$ cat config.mk
export PLATFORM = sky130hd
export DESIGN_NAME = dut_cfg_chain_emu_flat
export DESIGN_NICKNAME = d
export VERILOG_FILES = /design/src/rtl/dut_emu_pkg.sv /design/src/rtl/dut_cfg_chain_emu_if.sv /design/src/rtl/dut_sig_sync_edge.sv /design/src/rtl/dut_cfg_chain_emu.sv /design/src/flat_wrapper.sv
export SDC_FILE = /design/constraint.sdc
export NUM_CORES = 1
export LEC_CHECK = 0
export ABC_AREA = 1
export ABC_CLOCK_PERIOD_IN_PS = 3480
export CELL_PAD_IN_SITES_DETAIL_PLACEMENT = 0
export CELL_PAD_IN_SITES_GLOBAL_PLACEMENT = 2
export CORE_MARGIN = 3
export CORE_UTILIZATION = 38
export DETAILED_ROUTE_END_ITERATION = 8
export GPL_TIMING_DRIVEN = 1
export PLACE_DENSITY = 0.88
export SLEW_MARGIN = 20
export SYNTH_ARGS = -nofsm -noshare
export SYNTH_HDL_FRONTEND = slang
export SYNTH_SLANG_ARGS = --single-unit
export TNS_END_PERCENT = 100
$ cat constraint.sdc
create_clock -name fw_clk -period 3.48 [get_ports fw_clk]
set_input_delay 0.348 -clock fw_clk [delete_from_list [all_inputs] [get_ports fw_clk]]
set_output_delay 0.348 -clock fw_clk [all_outputs]
set_load 0.01 [all_outputs]
$ cat src/rtl/dut_emu_pkg.sv
// Shared types and constants for the DUT configuration-chain emulator.
// Latency: n/a (types, constants and a pure function); backpressure: none.
package dut_emu_pkg;

  typedef enum logic [1:0] {
    S_RESET = 2'd0,
    S_IDLE  = 2'd1,
    S_SHIFT = 2'd2
  } state_t;

  // Default chain lengths of the cfg arrays found on the real DUT.
  localparam int STATIC_0_LEN = 64;
  localparam int STATIC_1_LEN = 64;
  localparam int ARRAY_0_LEN  = 256;
  localparam int ARRAY_1_LEN  = 256;
  localparam int ARRAY_2_LEN  = 512;

  typedef struct packed {
    logic rise;
    logic fall;
  } edge_t;

  function automatic edge_t edge_detect(input logic q1, input logic q2);
    edge_t e;
    e.rise = q1 & ~q2;
    e.fall = ~q1 & q2;
    return e;
  endfunction

endpackage

$ cat src/rtl/dut_cfg_chain_emu_if.sv
// FW-to-DUT configuration serial link: FW drives clk/data/load/reset, DUT returns chain output.
// Latency: wires only; backpressure: none.
interface dut_cfg_chain_emu_if;
  logic dut_config_clk;
  logic dut_config_in;
  logic dut_config_load;
  logic dut_reset_not;
  logic dut_config_out;

  modport master (
    output dut_config_clk,
    output dut_config_in,
    output dut_config_load,
    output dut_reset_not,
    input  dut_config_out
  );

  modport slave (
    input  dut_config_clk,
    input  dut_config_in,
    input  dut_config_load,
    input  dut_reset_not,
    output dut_config_out
  );
endinterface

$ cat src/rtl/dut_sig_sync_edge.sv
// Two-stage sample of one FW-driven signal with rise/fall strobes taken across q1/q2.
// Latency: q1 one fw_clk edge after the port, strobes valid after that edge; backpressure: none.
module dut_sig_sync_edge
  import dut_emu_pkg::*;
#(
  parameter logic RST_VAL = 1'b0
) (
  input  logic fw_clk,
  input  logic fw_rst_n,
  input  logic d,
  output logic q1,
  output logic rise,
  output logic fall
);

  logic  q2;
  edge_t edges;

  always_ff @(posedge fw_clk or negedge fw_rst_n) begin
    if (!fw_rst_n) begin
      q1 <= RST_VAL;
      q2 <= RST_VAL;
    end else begin
      q1 <= d;
      q2 <= q1;
    end
  end

  assign edges = edge_detect(q1, q2);
  assign rise  = edges.rise;
  assign fall  = edges.fall;

endmodule

$ cat src/rtl/dut_cfg_chain_emu.sv
// Emulated DUT config shift chain: shifts on config_clk rise, latches shadow on load fall, flags length errors.
// Latency: sr/shadow update on the 2nd fw_clk edge after a port edge; backpressure: none.
module dut_cfg_chain_emu
  import dut_emu_pkg::*;
#(
  parameter int CHAIN_LEN = 64,
  parameter int CNT_W     = 11
) (
  input  logic                 fw_clk,
  input  logic                 fw_rst_n,
  dut_cfg_chain_emu_if.slave   cfg_if,
  output logic [CHAIN_LEN-1:0] cfg_shadow,
  output logic                 cfg_shadow_valid,
  output logic [CNT_W-1:0]     shift_cnt,
  output logic                 err_overlen,
  output logic                 err_len,
  output logic                 busy
);

  localparam logic [CNT_W-1:0] LEN_C   = CNT_W'(CHAIN_LEN);
  localparam logic [CNT_W-1:0] CNT_MAX = '1;

  logic clk_q1, clk_rise, clk_fall;
  logic in_q1, in_rise, in_fall;
  logic load_q1, load_rise, load_fall;
  logic rstn_q1, rstn_rise, rstn_fall;

  dut_sig_sync_edge #(.RST_VAL(1'b0)) u_sync_clk (
    .fw_clk   (fw_clk),
    .fw_rst_n (fw_rst_n),
    .d        (cfg_if.dut_config_clk),
    .q1       (clk_q1),
    .rise     (clk_rise),
    .fall     (clk_fall)
  );

  dut_sig_sync_edge #(.RST_VAL(1'b0)) u_sync_in (
    .fw_clk   (fw_clk),
    .fw_rst_n (fw_rst_n),
    .d        (cfg_if.dut_config_in),
    .q1       (in_q1),
    .rise     (in_rise),
    .fall     (in_fall)
  );

  dut_sig_sync_edge #(.RST_VAL(1'b1)) u_sync_load (
    .fw_clk   (fw_clk),
    .fw_rst_n (fw_rst_n),
    .d        (cfg_if.dut_config_load),
    .q1       (load_q1),
    .rise     (load_rise),
    .fall     (load_fall)
  );

  dut_sig_sync_edge #(.RST_VAL(1'b1)) u_sync_rstn (
    .fw_clk   (fw_clk),
    .fw_rst_n (fw_rst_n),
    .d        (cfg_if.dut_reset_not),
    .q1       (rstn_q1),
    .rise     (rstn_rise),
    .fall     (rstn_fall)
  );

  logic unused_sync_bits;
  assign unused_sync_bits = ^{clk_q1, clk_fall, in_rise, in_fall,
                              load_q1, load_rise, rstn_rise, rstn_fall};

  logic [CHAIN_LEN-1:0] sr;
  logic [CHAIN_LEN-1:0] sr_nxt;
  logic [CNT_W-1:0]     cnt_nxt;
  logic                 shift_ev;
  logic                 load_ev;
  logic                 overlen_hit;
  logic                 len_ok;
  state_t               state;
  state_t               state_nxt;

  // DUT reset masks both events so it wins over anything arriving with it.
  assign shift_ev = clk_rise & rstn_q1;
  assign load_ev  = load_fall & rstn_q1;

  // Load sees the post-shift view so a coincident shift edge is included.
  assign sr_nxt      = shift_ev ? {sr[CHAIN_LEN-2:0], in_q1} : sr;
  assign cnt_nxt     = (shift_ev && (shift_cnt != CNT_MAX)) ? shift_cnt + 1'b1 : shift_cnt;
  assign overlen_hit = shift_ev && (shift_cnt >= LEN_C);
  assign len_ok      = (cnt_nxt == LEN_C);

  assign cfg_if.dut_config_out = sr[CHAIN_LEN-1];

  always_ff @(posedge fw_clk or negedge fw_rst_n) begin
    if (!fw_rst_n) begin
      sr               <= '0;
      cfg_shadow       <= '0;
      cfg_shadow_valid <= 1'b0;
      shift_cnt        <= '0;
      err_overlen      <= 1'b0;
      err_len          <= 1'b0;
    end else if (!rstn_q1) begin
      sr               <= '0;
      cfg_shadow       <= '0;
      cfg_shadow_valid <= 1'b0;
      shift_cnt        <= '0;
      err_overlen      <= 1'b0;
      err_len          <= 1'b0;
    end else begin
      sr <= sr_nxt;
      if (overlen_hit) begin
        err_overlen <= 1'b1;
      end
      if (load_ev) begin
        cfg_shadow       <= sr_nxt;
        cfg_shadow_valid <= len_ok;
        shift_cnt        <= '0;
        if (!len_ok) begin
          err_len <= 1'b1;
        end
      end else begin
        shift_cnt <= cnt_nxt;
      end
    end
  end

  always_ff @(posedge fw_clk or negedge fw_rst_n) begin
    if (!fw_rst_n) begin
      state <= S_IDLE;
    end else begin
      state <= state_nxt;
    end
  end

  always_comb begin
    state_nxt = state;
    busy      = (state == S_SHIFT);
    if (!rstn_q1) begin
      state_nxt = S_RESET;
    end else begin
      case (state)
        S_RESET: state_nxt = S_IDLE;
        S_IDLE:  if (shift_ev && !load_ev) state_nxt = S_SHIFT;
        S_SHIFT: if (load_ev) state_nxt = S_IDLE;
        default: state_nxt = S_IDLE;
      endcase
    end
  end

endmodule

$ cat src/flat_wrapper.sv
// flat-port wrapper written by rule: the top's interface ports become plain ports
module dut_cfg_chain_emu_flat import dut_emu_pkg::*;
#(
  parameter int CHAIN_LEN = 64,
  parameter int CNT_W     = 11
)
  (fw_clk, fw_rst_n, cfg_shadow, cfg_shadow_valid, shift_cnt, err_overlen, err_len, busy, cfg_if_dut_config_clk, cfg_if_dut_config_in, cfg_if_dut_config_load, cfg_if_dut_reset_not, cfg_if_dut_config_out);
  dut_cfg_chain_emu_if cfg_if_i ();
  input  logic fw_clk;
  input  logic fw_rst_n;
  output logic [CHAIN_LEN-1:0] cfg_shadow;
  output logic cfg_shadow_valid;
  output logic [CNT_W-1:0] shift_cnt;
  output logic err_overlen;
  output logic err_len;
  output logic busy;
  input wire logic [$bits(cfg_if_i.dut_config_clk)-1:0] cfg_if_dut_config_clk;
  input wire logic [$bits(cfg_if_i.dut_config_in)-1:0] cfg_if_dut_config_in;
  input wire logic [$bits(cfg_if_i.dut_config_load)-1:0] cfg_if_dut_config_load;
  input wire logic [$bits(cfg_if_i.dut_reset_not)-1:0] cfg_if_dut_reset_not;
  output wire logic [$bits(cfg_if_i.dut_config_out)-1:0] cfg_if_dut_config_out;
  assign cfg_if_i.dut_config_clk = cfg_if_dut_config_clk;
  assign cfg_if_i.dut_config_in = cfg_if_dut_config_in;
  assign cfg_if_i.dut_config_load = cfg_if_dut_config_load;
  assign cfg_if_i.dut_reset_not = cfg_if_dut_reset_not;
  assign cfg_if_dut_config_out = cfg_if_i.dut_config_out;
  dut_cfg_chain_emu #(.CHAIN_LEN(CHAIN_LEN), .CNT_W(CNT_W)) u_core (.fw_clk(fw_clk), .fw_rst_n(fw_rst_n), .cfg_if(cfg_if_i), .cfg_shadow(cfg_shadow), .cfg_shadow_valid(cfg_shadow_valid), .shift_cnt(shift_cnt), .err_overlen(err_overlen), .err_len(err_len), .busy(busy));
endmodule
# Yosys cells after proc, flatten, opt, wreduce, memory -nomap -nowiden
# Cells that the tools add are included.
[word_totals]
register_bits = 150
inputBits = 6
out_inout_bits = 80
elab_cells = 54
[op_classes]
n_addsub = 1
n_lt_le_gt_ge = 1
n_eq_ne = 9
mux = 18
bitwise_logic = 6
reduce_logical = 6
[ops]
columns = ["op", "n"]
rows = [
  ["2-to-1 mux 64 bit", 4],
  ["2-to-1 mux 11 bit", 3],
  ["adder 11 x 1 -> 11 bit (second input constant)", 1],
  ["equality test 11 x 7 -> 1 bit (second input constant)", 1],
  [">= comparator 11 x 7 -> 1 bit (second input constant)", 1],
  ["!= test 11 bit (second input constant)", 1],
  ["2-to-1 mux 1 bit", 7],
  ["2-to-1 mux 2 bit", 3],
  ["!= test 3 x 2 -> 1 bit (second input constant)", 2],
  ["bitwise AND 1 bit", 4],
  ["!= test 2 x 1 -> 1 bit (second input constant)", 2],
  ["one-hot mux 2 bit (2 select lines)", 1],
  ["AND reduction 2 bit", 2],
  ["logical AND 1 bit", 3],
  ["equality test 2 x 1 -> 1 bit (second input constant)", 1],
  ["equality test 2 bit (second input constant)", 1],
  ["!= test 2 bit (second input constant)", 1],
  ["inverter 1 bit", 2],
  ["zero test 1 bit", 1],
]

# Longest topological paths before layout
[depth]
ltp_word = 9
depth_mapped = 14
ltp_nobuf = 14

# Cells and area by module
# From an unflattened synthesis, not the netlist that was laid out.
[hier_totals]
cells_unflattened = 585
hier_area_um2 = 6180.9
[modules_own_cells]
columns = ["module", "instances", "cells_per_inst", "area_per_inst_um2", "seq_area_each_um2"]
rows = [
  ["dut_cfg_chain_emu", 1, 561, 5915.7, 3604.7],
  ["dut_sig_sync_edge (u_core.u_sync_load ...)", 2, 6, 67.6, 52.6],
  ["dut_sig_sync_edge (u_core.u_sync_clk ...)", 2, 6, 65.1, 50.0],
]

# Least setup slack after synthesis
# No wires, ideal clock.
[synth_timing]
path_type = "flip-flop to flip-flop"
startpoint = "register u_core.shift_cnt[0]"
endpoint = "register u_core.err_len"
setup_ns = 0.117
arrival_time_ns = 1.523
t_required_ns = 3.363
setup_slack_ns = 1.840
path_stages_with_launch = 14
path_buffers = 1
period_less_slack_ns = 1.640
path_cell_list = "dfrtp_1 ha_1 inv_1 nor2_2 nand3_2 buf_6 nand2_1 nand2_1 nand2_1 nand3_1 nor2_1 nand2_1 nand3_1 nand2_1"
[synth_via]
elab_chain_len = 6
word_cells_on_any_way = 7
cone_classes = "add/sub (1); eq/ne (3); mux (1); reduce/logical (2)"
[synth_lines]
columns = ["item", "line", "source"]
rows = [
  ["start: declaration", "dut_cfg_chain_emu.sv:14", "output logic [CNT_W-1:0] shift_cnt,"],
  ["start signal: assignment", "dut_cfg_chain_emu.sv:118", "shift_cnt <= cnt_nxt;"],
  ["parallel branches: the longest is 2 deep, another holds adder 11 x 1 -> 11 bit", "n/a", ""],
  ["2-to-1 mux 11 bit (*)", "dut_cfg_chain_emu.sv:84", "assign cnt_nxt = (shift_ev && (shift_cnt != CNT_MAX)) ? shift_cnt + 1'b1 : shift_cnt;"],
  ["equality test 11 x 7 -> 1 bit (*)", "dut_cfg_chain_emu.sv:86", "assign len_ok = (cnt_nxt == LEN_C);"],
  ["!= test 2 bit (no line) (*)", "n/a", ""],
  ["AND reduction 2 bit (no line) (*)", "n/a", ""],
  ["end signal: assignment", "dut_cfg_chain_emu.sv:97", "err_len <= 1'b0;"],
  ["end signal: assignment", "dut_cfg_chain_emu.sv:104", "err_len <= 1'b0;"],
  ["end signal: assignment", "dut_cfg_chain_emu.sv:115", "err_len <= 1'b1;"],
  ["end: declaration", "dut_cfg_chain_emu.sv:16", "output logic err_len,"],
]
# Mark *: on every way between the ends.
# A chain may end at the register's enable or synchronous reset.

# Worst setup path in the final report
[layout_timing]
startpoint = "register u_core.u_sync_rstn.q1"
endpoint = "register u_core.err_len"
[layout_via]
elab_chain_len = 6
word_cells_on_any_way = 9
cone_classes = "eq/ne (3); mux (2); bitwise (2); reduce/logical (2)"
[layout_lines]
columns = ["item", "line", "source"]
rows = [
  ["start: declaration", "dut_sig_sync_edge.sv:11", "output logic q1,"],
  ["start signal: assignment", "dut_sig_sync_edge.sv:21", "q1 <= RST_VAL;"],
  ["start signal: assignment", "dut_sig_sync_edge.sv:24", "q1 <= d;"],
  ["bitwise AND 1 bit", "dut_cfg_chain_emu.sv:79", "assign shift_ev = clk_rise & rstn_q1;"],
  ["logical AND 1 bit", "dut_cfg_chain_emu.sv:84", ""],
  ["2-to-1 mux 11 bit", "dut_cfg_chain_emu.sv:84", ""],
  ["equality test 11 x 7 -> 1 bit", "dut_cfg_chain_emu.sv:86", ""],
  ["!= test 2 bit (no line)", "n/a", ""],
  ["AND reduction 2 bit (no line)", "n/a", ""],
]
# Several ways; a longest one is shown, not always the timed one.

==> run summary <==
OUTCOME
--------------------------------------------------------------------------------
Status                                                              finished, final reports clean

CTS
--------------------------------------------------------------------------------
Clock tree sinks                                                             150
TritonCTS clock tree                                                       built
TritonCTS Buffers                                                             17
CTS Hold Buffers Added                                                         0
Buffer count from post-CTS setup fixing                                        0
Number of buffers between clock root and the deepest sink                      2
CTS Root Buffer Type                                                   clkbuf_16
Reg clk slew, reported paths                                             0.06 ns
Resized cells post-CTS                                                         0
H-tree levels                                                                  4
Skew-Pair Late Insertion Delay                                           0.41 ns

PWR
--------------------------------------------------------------------------------
Clock share of power                                                       44.6%
Internal power component                                                2.922 mW
Net switching fraction of the power                                       22.75%
Total net switching power                                              0.8604 mW
Power share of the sequential group                                        48.5%
Reported leakage power                                                  3.449 nW
Maximum VDD drop                                                       0.3590 mV
Power per cell area                                                 497.5 nW/um^2
Fraction of power consumed by combinational cells                           6.9%

SETUP PATH
--------------------------------------------------------------------------------
Start of the worst register-to-register path                        u_core.u_sync_rstn.q1$_DFF_PN1_
Worst setup path endpoint                                           u_core.err_len$_DFFE_PN0P_
Crit. path cell count                                                         11
Depth of the worst register-to-register path                                  11
Cell Chain, Critical Path                                           nand3_4 -> inv_2 -> nand2_1 -> nand2_1 -> nand2_1 -> nor2_1 -> nand2_1 -> nor2_1 -> nand2_1 -> nand3_1 -> nand2_1
Startpoint of the worst setup timing path                           u_core.u_sync_rstn.q1$_DFF_PN1_
Crit path largest cell delay                                             0.85 ns
Buffers plus inverters on the worst setup path                                 1
Worst Setup Start Kind                                                 flip-flop
Kind of end point of the critical path                                 flip-flop
Cell family contributing the most delay on the critical path        simple AND/OR/NAND/NOR gates
Arrival time worst endpoint                                              2.50 ns
Most Frequent Cell on Critical Path                                      nand2_1
Required time reported for the critical path endpoint                    3.78 ns
Start-to-end type of the worst setup path                             reg -> reg
Slowest cell on the critical path                                        dfstp_2
Endpoint of the most critical register-to-register path             u_core.err_len$_DFFE_PN0P_
Flop-to-flop setup slack                                                 1.28 ns
Highest fanout seen on the critical path                                      26

PLACE
--------------------------------------------------------------------------------
DPL Wire Length                                                          7819 um
Number of port buffers                                                        85
Placement Cell Area                                                    7058 um^2
# placed instances                                                           830
Global placer's final weighted congestion                                 0.8476
Place WS                                                                1.252 ns

STA
--------------------------------------------------------------------------------
Highest clock rate                                                    0.4549 GHz
Worst path setup slack after routing                                    1.282 ns
Total Neg Setup Slack                                                       0 ns
Clock skew after layout                                              0.006403 ns
Final period demand of the worst path                                   2.198 ns
Final Hold Violating Endpoints                                                 0
Worst slew pin tran                                                    0.9760 ns
Worst-case headroom to the max-slew limit                                 34.84%
Number of setup violations in the final report                                 0
Fraction of the cycle the final worst path needs                          63.16%
Final Slew Violations                                                          0
Setup repair after global routing missed its margin                        false
Smallest hold slack                                                   0.02646 ns

DIE
--------------------------------------------------------------------------------
Number of placed I/O pins                                                     86
Cell row count                                                                45
Core area                                                            15,310 um^2
Effective utilization at floorplan                                        39.26%
Floorplan die width                                                     131.8 um
DIE HEIGHT                                                              131.8 um
Die area                                                             17,370 um^2

JOB
--------------------------------------------------------------------------------
Maxcap violations                                                              0

ROUTING
--------------------------------------------------------------------------------
Number of nets with antenna violations after detailed routing                  0
TritonRoute pass-1 iters                                                       4
Average vias per placed instance                                           4.785
Detailed Route Iter0 Violations                                              228
Vias after detailed routing                                                4,125
DRC viols                                                                      0
Total wirelength of the detailed-routed design                         12,390 um
DR WL/cell                                                              14.38 um

GLOBAL ROUTING
--------------------------------------------------------------------------------
Global-route wire length before repair                                 20,790 um
Largest net degree at the start of global routing                             93
Vias in the first global route                                             4,158
Number of antenna violations at the first check in global routing              0
Final global-route overflow total                                              0
Combined global-route utilization of all metal layers                     14.79%

CELLS AND AREA
--------------------------------------------------------------------------------
Post-layout instance area                                              7604 um^2
Proportion of layout cells with a drive suffix above 1                    17.51%
Final layout net count                                                       646
Diodes inserted                                                                0
Final Instance Count excl. Fillers                                           862
Area overhead of the layout relative to synthesis                         26.45%

SYNTH
--------------------------------------------------------------------------------
Number of flip-flops and latches in the synthesized netlist                  150
Synthesized cell area                                                  6013 um^2
Synth cell types                                                              25
Post-synthesis sequential area ratio                                      62.51%
Avg Synthesized Cell Area                                             10.76 um^2
Post-synthesis cell count                                                    559
YS warnings                                                                    0
Number of nets in the synthesized netlist                                    567

WORST HOLD PATH
--------------------------------------------------------------------------------
Path category of the worst min-delay check                           in -> async

[worst register-to-register path, stage by stage, from the launching register on]
cell and delay (ns):
dfstp_2 0.85, nand3_4 0.28, inv_2 0.20, nand2_1 0.14
nand2_1 0.11, nand2_1 0.05, nor2_1 0.09, nand2_1 0.05
nor2_1 0.08, nand2_1 0.09, nand3_1 0.08, nand2_1 0.06
[cells in the mapped netlist, drive strengths merged]
cell type  count  area share, %
a211oi         1           0.12
a21oi         62            5.2
buf           23            2.0
clkbuf         6           0.37
dfrtp        146             61
dfstp          4            1.7
ha             2           0.42
inv           27            1.7
mux2          64             12
nand2        134            8.4
nand3         18            2.0
nand4          4           0.42
nor2          42            2.7
nor3           3           0.33
o21ai         22            1.8
xor2           1           0.15
[state kept, by name, indices dropped and copies added, names as in the netlist]
| name | count |
|---|---|
| u_core.u_sync_load.q1 | 1 |
| u_core.sr | 64 |
| u_core.err_overlen | 1 |
| u_core.u_sync_load.q2 | 1 |
| u_core.cfg_shadow | 64 |
| u_core.shift_cnt | 11 |
| u_core.err_len | 1 |
| u_core.state | 2 |
| u_core.u_sync_clk.q1 | 1 |
| u_core.u_sync_rstn.q1 | 1 |
| u_core.u_sync_in.q1 | 1 |
| u_core.cfg_shadow_valid | 1 |
| u_core.u_sync_clk.q2 | 1 |
[logic make-up after synthesis]
family	after synthesis	share of synthesized area, %
AND/OR/NAND/NOR	201	13.82
flip-flops	150	62.51
AO/OA/AOI/OAI	85	7.116
multiplexers	64	11.98
buffers and inverters	56	4.016
adder cells (fa/ha/maj)	2	0.4161
XOR/XNOR	1	0.1457
[layer usage]
metal	GRT usage [%]	routed length, um
met1	20.56	6034
met2	22.12	5649
met3	4.580	569
met4	5.134	138
met5	0	0
[power groups by stage]
stage	logic, mW	registers (mW)	clock network, mW
after floorplan	0.128	1.86	0
after global placement	0.263	1.87	0
after detailed placement	0.267	1.87	0
after CTS	0.268	1.84	1.73
after global routing	0.290	1.84	1.80
final	0.260	1.84	1.69
[placed cells by master, fill, tap and decap left out, drive strengths merged, types with 4 or more instances in the layout]
| cell | netlist | layout |
|---|---|---|
| clkinv | 0 | 5 |
| nand4 | 4 | 4 |
| dfstp | 4 | 4 |
| o21ai | 22 | 22 |
| clkdlybuf4s50 | 0 | 84 |
| inv | 27 | 27 |
| nand3 | 18 | 18 |
| mux2 | 64 | 64 |
| nor2 | 42 | 42 |
| nand2 | 134 | 134 |
| a21oi | 62 | 62 |
| clkbuf | 6 | 23 |
| buf | 23 | 5 |
| dfrtp | 146 | 146 |
[metrics by stage]
stage                     total power [mW]  utilization [%]
final                                3.783            49.65
after global placement               2.128            46.09
after detailed placement             2.133            46.09
after floorplan                      1.993                -
after global routing                 3.933            49.65
after CTS                            3.834            49.65
[cell type report]
cell class              instances  area [um^2]
inverters                      27        101.3
clock inverters                 9        77.57
clock buffers                  23        467.9
multi-input cells             353         2027
well taps                     211        264.0
fillers                      1411         7711
flip-flops and latches        150         3759
repair buffers                 89        907.1
[worst min-delay path by stage]
stage / from / endpoint / slack [ns] / cells after the start
global route: fw_rst_n / u_core.cfg_shadow[47]$_DFFE_PN0P_ / 0.08 / 1
finish: fw_rst_n / u_core.cfg_shadow[47]$_DFFE_PN0P_ / 0.03 / 1
CTS: fw_rst_n / u_core.cfg_shadow[47]$_DFFE_PN0P_ / 0.05 / 1
detailed placement: u_core.u_sync_load.q1$_DFF_PN1_ / u_core.u_sync_load.q2$_DFF_PN1_ / 0.39 / 0
floorplan: fw_rst_n / u_core.cfg_shadow[0]$_DFFE_PN0P_ / 0.05 / 0
global placement: u_core.u_sync_load.q1$_DFF_PN1_ / u_core.u_sync_load.q2$_DFF_PN1_ / 0.39 / 0
Note: power is estimated with default switching activity, not from simulation.
